[src/rtl/weight_stream_sequencer_if.sv]
// ============================================================================
// Module      : weight_stream_sequencer_if
// Description : Command, load-stream, weight-RAM and MAC-stream signals of the
//               weight stream sequencer, with controller/environment modports.
// Revision    : 1.0 - initial release
// ============================================================================
`default_nettype none

interface weight_stream_sequencer_if #(
    parameter int DATA_W = 16,
    parameter int ADDR_W = 5
);
    logic              START;
    logic              MODE;
    logic [DATA_W-1:0] LD_DATA;
    logic              LD_VALID;
    logic              LD_READY;
    logic [ADDR_W-1:0] BRAM_ADDR;
    logic [DATA_W-1:0] BRAM_DI;
    logic              BRAM_EN;
    logic              BRAM_WE;
    logic [DATA_W-1:0] BRAM_DO;
    logic [DATA_W-1:0] W_DATA;
    logic              W_VALID;
    logic              W_LAST;
    logic              W_READY;
    logic              BUSY;
    logic              DONE;

    modport slave (
        input  START, MODE, LD_DATA, LD_VALID, BRAM_DO, W_READY,
        output LD_READY, BRAM_ADDR, BRAM_DI, BRAM_EN, BRAM_WE,
               W_DATA, W_VALID, W_LAST, BUSY, DONE
    );

    modport master (
        output START, MODE, LD_DATA, LD_VALID, BRAM_DO, W_READY,
        input  LD_READY, BRAM_ADDR, BRAM_DI, BRAM_EN, BRAM_WE,
               W_DATA, W_VALID, W_LAST, BUSY, DONE
    );
endinterface

`default_nettype wire

[src/rtl/weight_stream_sequencer.sv]
// ============================================================================
// Module      : weight_stream_sequencer
// Description : Loads DEPTH weights into a negedge weight RAM and streams them
//               to the MAC through a 2-entry buffer. Optional running checksum
//               output enabled by macro WEIGHT_STREAM_CKSUM_EN.
// Revision    : 1.0 - initial release
// ============================================================================
`default_nettype none

module weight_stream_sequencer #(
    parameter int DATA_W = 16,
    parameter int ADDR_W = 5,
    parameter int DEPTH  = 28
) (
    input  logic                     CLK,
    input  logic                     RST,
    weight_stream_sequencer_if.slave bus
`ifdef WEIGHT_STREAM_CKSUM_EN
    ,
    output logic [DATA_W-1:0]        CKSUM
`endif
);

    localparam int             CNT_W     = ADDR_W + 1;
    localparam logic [CNT_W-1:0] CNT_DEPTH = CNT_W'(DEPTH);
    localparam logic [CNT_W-1:0] CNT_LAST  = CNT_W'(DEPTH - 1);
    localparam logic [CNT_W-1:0] CNT_ONE   = CNT_W'(1);

    typedef enum logic [1:0] {
        ST_IDLE  = 2'd0,
        ST_LOAD  = 2'd1,
        ST_FETCH = 2'd2,
        ST_DRAIN = 2'd3
    } state_t;

    state_t            state_q, state_d;
    logic              done_q, done_d;
    logic [CNT_W-1:0]  wr_cnt_q, rd_cnt_q, pop_cnt_q;
    logic              bram_en_q, bram_we_q;
    logic [ADDR_W-1:0] bram_addr_q;
    logic [DATA_W-1:0] bram_di_q;
    logic              rd_inflight_q;
    logic [DATA_W-1:0] buf0_q, buf1_q;
    logic [1:0]        buf_cnt_q;

    logic              start_acc;
    logic              ld_ready;
    logic              ld_hs;
    logic              w_valid;
    logic              pop;
    logic              last;
    logic [1:0]        occ;
    logic              room;
    logic              issue;

    assign start_acc = (state_q == ST_IDLE) && bus.START;
    assign ld_ready  = (state_q == ST_LOAD) && (wr_cnt_q < CNT_DEPTH);
    assign ld_hs     = ld_ready && bus.LD_VALID;
    assign w_valid   = (buf_cnt_q != 2'd0);
    assign pop       = w_valid && bus.W_READY;
    assign last      = w_valid && (pop_cnt_q == CNT_LAST);

    // Buffered words plus the read in flight must never exceed the two slots,
    // unless a pop frees one in the same cycle.
    assign occ   = buf_cnt_q + {1'b0, rd_inflight_q};
    assign room  = (occ < 2'd2) || ((occ == 2'd2) && pop);
    assign issue = (start_acc && !bus.MODE)
                || ((state_q == ST_FETCH) && (rd_cnt_q < CNT_DEPTH) && room);

    always_ff @(posedge CLK) begin
        if (RST) begin
            state_q <= ST_IDLE;
            done_q  <= 1'b0;
        end else begin
            state_q <= state_d;
            done_q  <= done_d;
        end
    end

    always_comb begin
        state_d = state_q;
        done_d  = 1'b0;
        case (state_q)
            ST_IDLE: begin
                if (bus.START) begin
                    state_d = bus.MODE ? ST_LOAD : ST_FETCH;
                end
            end
            ST_LOAD: begin
                if (wr_cnt_q == CNT_DEPTH) begin
                    state_d = ST_IDLE;
                    done_d  = 1'b1;
                end
            end
            ST_FETCH: begin
                if ((rd_cnt_q == CNT_DEPTH) || (issue && (rd_cnt_q == CNT_LAST))) begin
                    state_d = ST_DRAIN;
                end
            end
            ST_DRAIN: begin
                if (pop && last) begin
                    state_d = ST_IDLE;
                    done_d  = 1'b1;
                end
            end
            default: state_d = ST_IDLE;
        endcase
    end

    always_ff @(posedge CLK) begin
        if (RST) begin
            bram_en_q     <= 1'b0;
            bram_we_q     <= 1'b0;
            bram_addr_q   <= '0;
            bram_di_q     <= '0;
            rd_inflight_q <= 1'b0;
            wr_cnt_q      <= '0;
            rd_cnt_q      <= '0;
            pop_cnt_q     <= '0;
            buf0_q        <= '0;
            buf1_q        <= '0;
            buf_cnt_q     <= 2'd0;
        end else begin
            bram_en_q     <= ld_hs || issue;
            bram_we_q     <= ld_hs;
            rd_inflight_q <= issue;
            if (ld_hs) begin
                bram_addr_q <= wr_cnt_q[ADDR_W-1:0];
                bram_di_q   <= bus.LD_DATA;
            end else if (issue) begin
                // rd_cnt_q still holds the previous run's count on the start cycle
                bram_addr_q <= start_acc ? '0 : rd_cnt_q[ADDR_W-1:0];
            end

            if (start_acc) begin
                wr_cnt_q  <= '0;
                pop_cnt_q <= '0;
                rd_cnt_q  <= issue ? CNT_ONE : '0;
            end else begin
                if (ld_hs) wr_cnt_q <= wr_cnt_q + CNT_ONE;
                if (issue) rd_cnt_q <= rd_cnt_q + CNT_ONE;
                if (pop)   pop_cnt_q <= pop_cnt_q + CNT_ONE;
            end

            case ({rd_inflight_q, pop})
                2'b10: begin
                    if (buf_cnt_q == 2'd0) buf0_q <= bus.BRAM_DO;
                    else                   buf1_q <= bus.BRAM_DO;
                    buf_cnt_q <= buf_cnt_q + 2'd1;
                end
                2'b01: begin
                    buf0_q    <= buf1_q;
                    buf_cnt_q <= buf_cnt_q - 2'd1;
                end
                2'b11: begin
                    if (buf_cnt_q == 2'd1) begin
                        buf0_q <= bus.BRAM_DO;
                    end else begin
                        buf0_q <= buf1_q;
                        buf1_q <= bus.BRAM_DO;
                    end
                end
                default: ;
            endcase
        end
    end

`ifdef WEIGHT_STREAM_CKSUM_EN
    logic [DATA_W-1:0] cksum_q;

    always_ff @(posedge CLK) begin
        if (RST) begin
            cksum_q <= '0;
        end else if (start_acc) begin
            cksum_q <= '0;
        end else if (ld_hs) begin
            cksum_q <= cksum_q + bus.LD_DATA;
        end else if (pop) begin
            cksum_q <= cksum_q + buf0_q;
        end
    end

    assign CKSUM = cksum_q;
`else
    // Checksum build option disabled: no accumulator present.
`endif

    assign bus.LD_READY  = ld_ready;
    assign bus.BRAM_EN   = bram_en_q;
    assign bus.BRAM_WE   = bram_we_q;
    assign bus.BRAM_ADDR = bram_addr_q;
    assign bus.BRAM_DI   = bram_di_q;
    assign bus.W_DATA    = buf0_q;
    assign bus.W_VALID   = w_valid;
    assign bus.W_LAST    = last;
    assign bus.BUSY      = (state_q != ST_IDLE);
    assign bus.DONE      = done_q;

endmodule

`default_nettype wire

[src/flat_wrapper.sv]
// flat-port wrapper written by rule: the top's interface ports become plain ports
module weight_stream_sequencer_flat 
#(
    parameter int DATA_W = 16,
    parameter int ADDR_W = 5,
    parameter int DEPTH  = 28
)
  (CLK, RST, bus_START, bus_MODE, bus_LD_DATA, bus_LD_VALID, bus_BRAM_DO, bus_W_READY, bus_LD_READY, bus_BRAM_ADDR, bus_BRAM_DI, bus_BRAM_EN, bus_BRAM_WE, bus_W_DATA, bus_W_VALID, bus_W_LAST, bus_BUSY, bus_DONE);
  weight_stream_sequencer_if #(.DATA_W(DATA_W), .ADDR_W(ADDR_W)) bus_i ();
  input  logic CLK;
  input  logic RST;
  input wire logic [$bits(bus_i.START)-1:0] bus_START;
  input wire logic [$bits(bus_i.MODE)-1:0] bus_MODE;
  input wire logic [$bits(bus_i.LD_DATA)-1:0] bus_LD_DATA;
  input wire logic [$bits(bus_i.LD_VALID)-1:0] bus_LD_VALID;
  input wire logic [$bits(bus_i.BRAM_DO)-1:0] bus_BRAM_DO;
  input wire logic [$bits(bus_i.W_READY)-1:0] bus_W_READY;
  output wire logic [$bits(bus_i.LD_READY)-1:0] bus_LD_READY;
  output wire logic [$bits(bus_i.BRAM_ADDR)-1:0] bus_BRAM_ADDR;
  output wire logic [$bits(bus_i.BRAM_DI)-1:0] bus_BRAM_DI;
  output wire logic [$bits(bus_i.BRAM_EN)-1:0] bus_BRAM_EN;
  output wire logic [$bits(bus_i.BRAM_WE)-1:0] bus_BRAM_WE;
  output wire logic [$bits(bus_i.W_DATA)-1:0] bus_W_DATA;
  output wire logic [$bits(bus_i.W_VALID)-1:0] bus_W_VALID;
  output wire logic [$bits(bus_i.W_LAST)-1:0] bus_W_LAST;
  output wire logic [$bits(bus_i.BUSY)-1:0] bus_BUSY;
  output wire logic [$bits(bus_i.DONE)-1:0] bus_DONE;
  assign bus_i.START = bus_START;
  assign bus_i.MODE = bus_MODE;
  assign bus_i.LD_DATA = bus_LD_DATA;
  assign bus_i.LD_VALID = bus_LD_VALID;
  assign bus_i.BRAM_DO = bus_BRAM_DO;
  assign bus_i.W_READY = bus_W_READY;
  assign bus_LD_READY = bus_i.LD_READY;
  assign bus_BRAM_ADDR = bus_i.BRAM_ADDR;
  assign bus_BRAM_DI = bus_i.BRAM_DI;
  assign bus_BRAM_EN = bus_i.BRAM_EN;
  assign bus_BRAM_WE = bus_i.BRAM_WE;
  assign bus_W_DATA = bus_i.W_DATA;
  assign bus_W_VALID = bus_i.W_VALID;
  assign bus_W_LAST = bus_i.W_LAST;
  assign bus_BUSY = bus_i.BUSY;
  assign bus_DONE = bus_i.DONE;
  weight_stream_sequencer #(.DATA_W(DATA_W), .ADDR_W(ADDR_W), .DEPTH(DEPTH)) u_core (.CLK(CLK), .RST(RST), .bus(bus_i));
endmodule
[config.mk]
export PLATFORM = sky130hd
export DESIGN_NAME = weight_stream_sequencer_flat
export DESIGN_NICKNAME = d
export VERILOG_FILES = /design/src/rtl/weight_stream_sequencer_if.sv /design/src/rtl/weight_stream_sequencer.sv /design/src/flat_wrapper.sv
export SDC_FILE = /design/constraint.sdc
export NUM_CORES = 1
export LEC_CHECK = 0
export BUFFER_PORTS_ARGS = -buffer_cell sky130_fd_sc_hd__buf_2
export CAP_MARGIN = 20
export CORE_UTILIZATION = 53
export CTS_CLUSTER_SIZE = 30
export DETAILED_ROUTE_END_ITERATION = 7
export PLACE_DENSITY = 0.79
export SYNTH_ARGS = -nofsm -noshare
export SYNTH_HDL_FRONTEND = slang
export SYNTH_SLANG_ARGS = --single-unit
export TNS_END_PERCENT = 5
[constraint.sdc]
create_clock -name CLK -period 2.7 [get_ports CLK]
set_clock_uncertainty 0.2 [all_clocks]
set_input_delay 0.135 -clock CLK [delete_from_list [all_inputs] [get_ports CLK]]
set_output_delay 0.135 -clock CLK [all_outputs]
set_load 0.05 [all_outputs]
---- After elaboration in Yosys (flattened, before gate mapping) ----
Index checks and enable logic that the tools add are counted.
word-level totals
  register bits ........................... 79
  input bits .............................. 38
  output and inout port bits .............. 44
  word-level logic and storage cells ...... 92
operators by class
  muxes and demuxes ....................... 22
  magnitude comparators ................... 3
  add/subtract/negate cells ............... 6
  equality and inequality tests ........... 19
  reductions and logical operators ........ 29
operator list
  kind                                                                  count
  16-bit two-way mux                                                    4
  16-bit one-hot mux with 3 select lines                                1
  16-bit one-hot mux with 2 select lines                                1
  6-bit by 5-bit == test with 1-bit output, second input constant       4
  6-bit by 1-bit adder with 6-bit output, second input constant         3
  5-bit two-way mux                                                     3
  6-bit by 5-bit < comparator with 1-bit output, second input constant  2
  6-bit two-way mux                                                     2
  2-bit nonzero test                                                    6
  1-bit logical AND                                                     11
  2-bit == test, second input constant                                  5
  2-bit two-way mux                                                     5
  2-bit != test, second input constant                                  5
  2-bit one-hot mux with 4 select lines                                 1
  2-bit by 1-bit == test with 1-bit output, second input constant       3
  2-bit logical NOT                                                     2
  1-bit logical OR                                                      4
  2-bit by 1-bit != test with 1-bit output, second input constant       2
  2-bit one-hot mux with 2 select lines                                 1
  4-bit AND reduction                                                   1
  1-bit two-way mux                                                     3
  3-bit AND reduction                                                   1
  3-bit nonzero test                                                    1
  2-bit by 1-bit adder with 2-bit output                                1
  other kinds (7)                                                       7

---- Logic depth before layout (Yosys ltp) ----
  word-level depth ........................ 10
  gate-level depth with buffers ........... 11
  gate-level depth less buffers ........... 9

---- Least setup slack after synthesis ----
OpenSTA, ideal clock, no wires.
  path kind ............................... register -> register
  start point ............................. reg u_core.buf_cnt_q[0]
  end point ............................... reg u_core.state_q[0]
  path buffers ............................ 0
  data required time ...................... 2367 ps
  slack ................................... 1 ps
  clock period less this slack ............ 2699 ps
  data arrival time ....................... 2367 ps
  library setup time ...................... 133 ps
  stages on the path, launching flop included .. 7
  cells stage by stage .................... dfxtp_1 > inv_1 > ha_1 > nand4b_1 > nor3_1 > a31o_2 > o221ai_1
between the ends
  elaborated cells on any way between the ends .. 16
  those cells by class .................... add/sub (1); order compare (1); eq/ne (3); reduce/logical (11)
RTL lines
  item                                                       line                            text
  start: declaration                                         weight_stream_sequencer.sv:44   logic [1:0] buf_cnt_q;
  start signal: assignment                                   weight_stream_sequencer.sv:149  buf_cnt_q <= buf_cnt_q + 2'd1;
  start signal: assignment                                   weight_stream_sequencer.sv:153  buf_cnt_q <= buf_cnt_q - 2'd1;
  2-bit nonzero test                                         weight_stream_sequencer.sv:59   assign w_valid = (buf_cnt_q != 2'd0);
  1-bit logical AND                                          weight_stream_sequencer.sv:61   assign last = w_valid && (pop_cnt_q == CNT_LAST);
  named net bus_W_LAST                                       flat_wrapper.sv:25              output wire logic [$bits(bus_i.W_LAST)-1:0] bus_W_LAST;
  1-bit logical AND                                          weight_stream_sequencer.sv:101  if (pop && last) begin
  2-bit by 1-bit != test with 1-bit output (no source line)  -
  4-bit AND reduction (no source line)                       -
  end signal: assignment                                     weight_stream_sequencer.sv:75   state_q <= state_d;
  end: declaration                                           weight_stream_sequencer.sv:36   state_t state_q, state_d;
The timed path passes the listed nets, and every way through them passes these cells.
A chain may end at the register's enable or synchronous reset.

---- Final worst setup path ----
  start point ............................. reg u_core.buf_cnt_q[1]
  end point ............................... reg u_core.buf0_q[7], in the netlist u_core.bus.W_DATA[7]
between the ends
  word-level cells in the longest chain between the ends .. 5
  elaborated cells on any way between the ends .. 12
  those cells by class .................... eq/ne (5); mux (2); reduce/logical (5)
RTL lines
  item                                                                                             line                            text
  2-bit nonzero test (*)                                                                           weight_stream_sequencer.sv:59
  1-bit logical AND (*)                                                                            weight_stream_sequencer.sv:60   assign pop = w_valid && bus.W_READY;
  named net u_core.pop                                                                             weight_stream_sequencer.sv:50   logic pop;
  2-bit == test or 2-bit by 1-bit == test with 1-bit output (tied branches)                        weight_stream_sequencer.sv:145  case ({rd_inflight_q, pop})
  2-bit by 1-bit != test with 1-bit output (no source line) or 3-bit nonzero test (tied branches)  -
  2-bit AND reduction (no source line)                                                             -
  end signal: assignment                                                                           weight_stream_sequencer.sv:147  if (buf_cnt_q == 2'd0) buf0_q <= bus.BRAM_DO;
  end signal: assignment                                                                           weight_stream_sequencer.sv:152  buf0_q <= buf1_q;
  end signal: assignment                                                                           weight_stream_sequencer.sv:157  buf0_q <= bus.BRAM_DO;
  end: declaration                                                                                 weight_stream_sequencer.sv:43   logic [DATA_W-1:0] buf0_q, buf1_q;
The timed path passes the listed nets; every way through them passes the cells marked *.

==> results.md <==
* Status: finished, final reports clean
* Cell area after synthesis at around 3500 sq um
* Fin. Hold Viols at 0
* Die Wd at between 80 and 90 um
* Crit path cell chain: inv_1 -> ha_1 -> nand2b_1 -> clkinv_1 -> ha_1 -> o21ai_1 -> buf_4 -> a22oi_1 -> a211oi_1
* Post-DR vias/cell at approximately 5.3
* GRT Resource Usage Total at 23.7%
* Min cycle time layout at 2430 ps
* Slew @ Worst Pin at ~700 ps
* Routability cong. at between 0.8 and 0.9
* Drc violations at 0
* Initial Util at 54.9%
* Setup repair bufs after CTS at 0
* Pint at 2.28 mW
* Max Used Layer: met4
* Main area contributors after synthesis: dfxtp_1, nor2_1, mux2i_1
* Initial antenna violation count at 0
* WL final at 7880 um
* Hold_sp: bus_W_READY
* Power density over cell area at 876 nW/um^2
* Dpl cells at about 520
* Switch Pwr at 1.60 mW
* Drt pass-1 iters at 5
* Worst Reg-to-Reg Cells at 9
* Power share of the combinational group at about 40%
* Clock-pin slew on the worst setup and hold paths at 80 ps
* Setup TNS at 0 ps
* CP max-delay cell: dfxtp_1
* Placed wire-length estimate at about 5000 um
* Cell count after synthesis at 373
* IO Pins at just over 80
* Met3 wire len at roughly 340 um
* Arrival time worst endpoint at 2480 ps
* RSZ-0062 raised after global routing: no
* Worst reg2reg endpoint: u_core.bus.W_DATA[7]
* Synth cell count leaders: dfxtp_1, nor2_1, nand2_1
* Antenna-violating nets left at 0
* Fmax achieved at 411 MHz
* Most common cell in the synthesized netlist: dfxtp_1
* Multi-input combinational cell area at between 1500 and 2000 sq um
* EDFF count, synth at 0
* Slew margin rel. at 53.3%
* Vias in the first global route at 2855
* HP Class: primary input to flop
* Layout cells sized above 1 at 29.0%
* TritonCTS clock tree: yes
* Distinct cells, synth at 51
* Pin count of the biggest net entering global routing at 35
* Cell Rows at 29
* # nets final at 533
* Worst stage delay on the critical path at around 330 ps
* Clk_lat worst skew at around 350 ps
* Via count at 3019
* Initial DRC count at about 140
* Hold path depth at 3
* Root buffer cell: clkbuf_8
* Global-route wire length before repair at 13300 um
* Final setup fails at 0
* Ys async rst share at 0%
* Peak supply drop at 0.609 mV
* Gr ovfl total at 0
* Reg-to-reg slack, setup at 270 ps
* Syn_area_per_cell at 9.35 sq um
* WS Path Type: flop to flop
* Core Box Area at 6350 sq um
* WL met1 at 3410 um
* Average wire per cell in the routed design at 13.9 um
* Count of state elements after synthesis at 79
* Clock share of power at between 20% and 30%
* Clk sinks at 79
* CTS max path bufs at 2
* CP Max Fanout at 16
* LEAKAGE at 1.84 nW
* Critical path capture point type: flop
* Seq pwr share at between 30% and 40%
* Main synth FF type: dfxtp_1
* Yosys Warn Count at 0
* Die height at 83.1 um
* Htree depth at 3
* Leading area contributor after synthesis: dfxtp_1
* Switching share of power at between 40% and 50%
* Ant diodes at 0
* Fillers at 488
* CP startpoint: u_core.buf_cnt_q[1]
* Reg2reg start: u_core.buf_cnt_q[1]
* Area share of the largest cell type after synthesis at 45.4%
* Post-Syn Nets at ~420
* FF+latch area at around 1600 sq um
* Max-cap viol count at 0
* Seq/Total Area, Yosys at a little under half
* CP required at 2750 ps
* Tcrit/Tclk final at around nine tenths
* Area delta synth->final at 27.0%
* WHS Endpoint: u_core.bus.DONE
* CTS buffer count at 9
* I/O Buffers at slightly above 80
* Worst Setup Start Kind: flop
* Final cell count without fillers at 566
* Met2 Wirelength at between 3000 and 4000 um
* CP most frequent cell: ha_1
* Final slew viol count at 0
* Full die area at between 6000 and 7000 sq um
-- cells in the final DEF, fill, tap and decap left out, types with 3 or more instances in the layout --
cell type      count
a22oi_1           17
nand2_1           36
ha_1              11
clkbuf_8          13
mux2i_1           16
buf_4              8
nand4_1            5
nand3_1           13
a211oi_1          17
o311ai_1           3
and2_1             3
a21oi_2           17
dlygate4sd3_1     35
a21oi_1           10
buf_2             81
dfxtp_1           79
xnor2_1            4
inv_1             14
nor2_1            46
nand2_2           10
xor2_1             8
-- through the flow --
step	hold WS (ps)	power (mW)	worst slack, ps	instance area [sq um]	util (%)
final	9.11	3.88	269	4430	69.8
after global routing	45.2	4.09	3.83	4430	69.8
after CTS	8.12	3.89	270	4430	69.7
after detailed placement	176	2.99	282	3870	61.0
after global placement	168	2.96	410	3870	61.0
after floorplan	61.9	2.69	0.774	3490	-
-- what timing repair did --
item / in CTS / in global routing
hold buffers: 35 / 0
endpoints found under the setup margin: 0 / 1
resized for setup: 0 / 1
endpoints found under the hold margin: 51 / 0
-- cell families after synthesis --
logic type / share of synthesized area [%]
mux: 4.59
fa+ha+maj: 3.95
simple gates: 18.7
compound gates: 17.7
xor+xnor: 3.01
flops: 45.4
buf+inv: 6.71
-- critical path: cells and delay by family, from the launching register on --
kind                       cells  cell delay [ps]
AOI/OAI and AO/OA              3              580
adders and majority gates      2              500
buffers and inverters          3              500
DFF                            1              330
and+or+nand+nor                1              230
-- layer usage --
metal	vias to the layer above	global-route usage [%]
met3	17	4.47
met1	1411	29.5
met5	-	0
met4	0	12.1
li1	1516	-
met2	75	39.0
-- worst max-delay path by stage --
| stage | cells past startpoint | slack, ps | endpoint |
|---|---|---|---|
| after floorplan | 6 | 0.8 | u_core.state_q[0] |
| after global placement | 8 | 410 | u_core.bus.W_DATA[9] |
| after detailed placement | 8 | 280 | u_core.bus.W_DATA[8] |
| after CTS | 8 | 270 | u_core.bus.W_DATA[8] |
| after global routing | 9 | 4 | u_core.bus.W_DATA[7] |
| final | 9 | 270 | u_core.bus.W_DATA[7] |
-- area by class of cell --
cell class              instances  area share (%)
clock buffers                  13            4.04
clock inverters                 3           0.537
inverters                      15            1.27
multi-input cells             255            37.9
flip-flops and latches         79            35.7
well taps                      77            2.18
repair buffers                124            18.4
-- power by group through the flow --
stage / logic, mW / clock network (mW) / registers, mW
2_1_floorplan: 0.771 / 0 / 1.92
6_report: 1.55 / 0.860 / 1.47
5_1_grt: 1.67 / 0.925 / 1.50
3_3_place_gp: 1.47 / 0 / 1.48
4_1_cts: 1.55 / 0.875 / 1.47
3_5_place_dp: 1.50 / 0 / 1.49
-- registers in the layout, indices dropped and copies added, names as in the netlist, 2 cells and up --
register,flops
u_core.buf1_q,16
u_core.buf_cnt_q,2
u_core.bus.BRAM_ADDR,5
u_core.bus.BRAM_DI,16
u_core.bus.W_DATA,16
u_core.pop_cnt_q,6
u_core.rd_cnt_q,6
u_core.state_q,2
u_core.wr_cnt_q,6
Power figures use the tool's default switching activity.
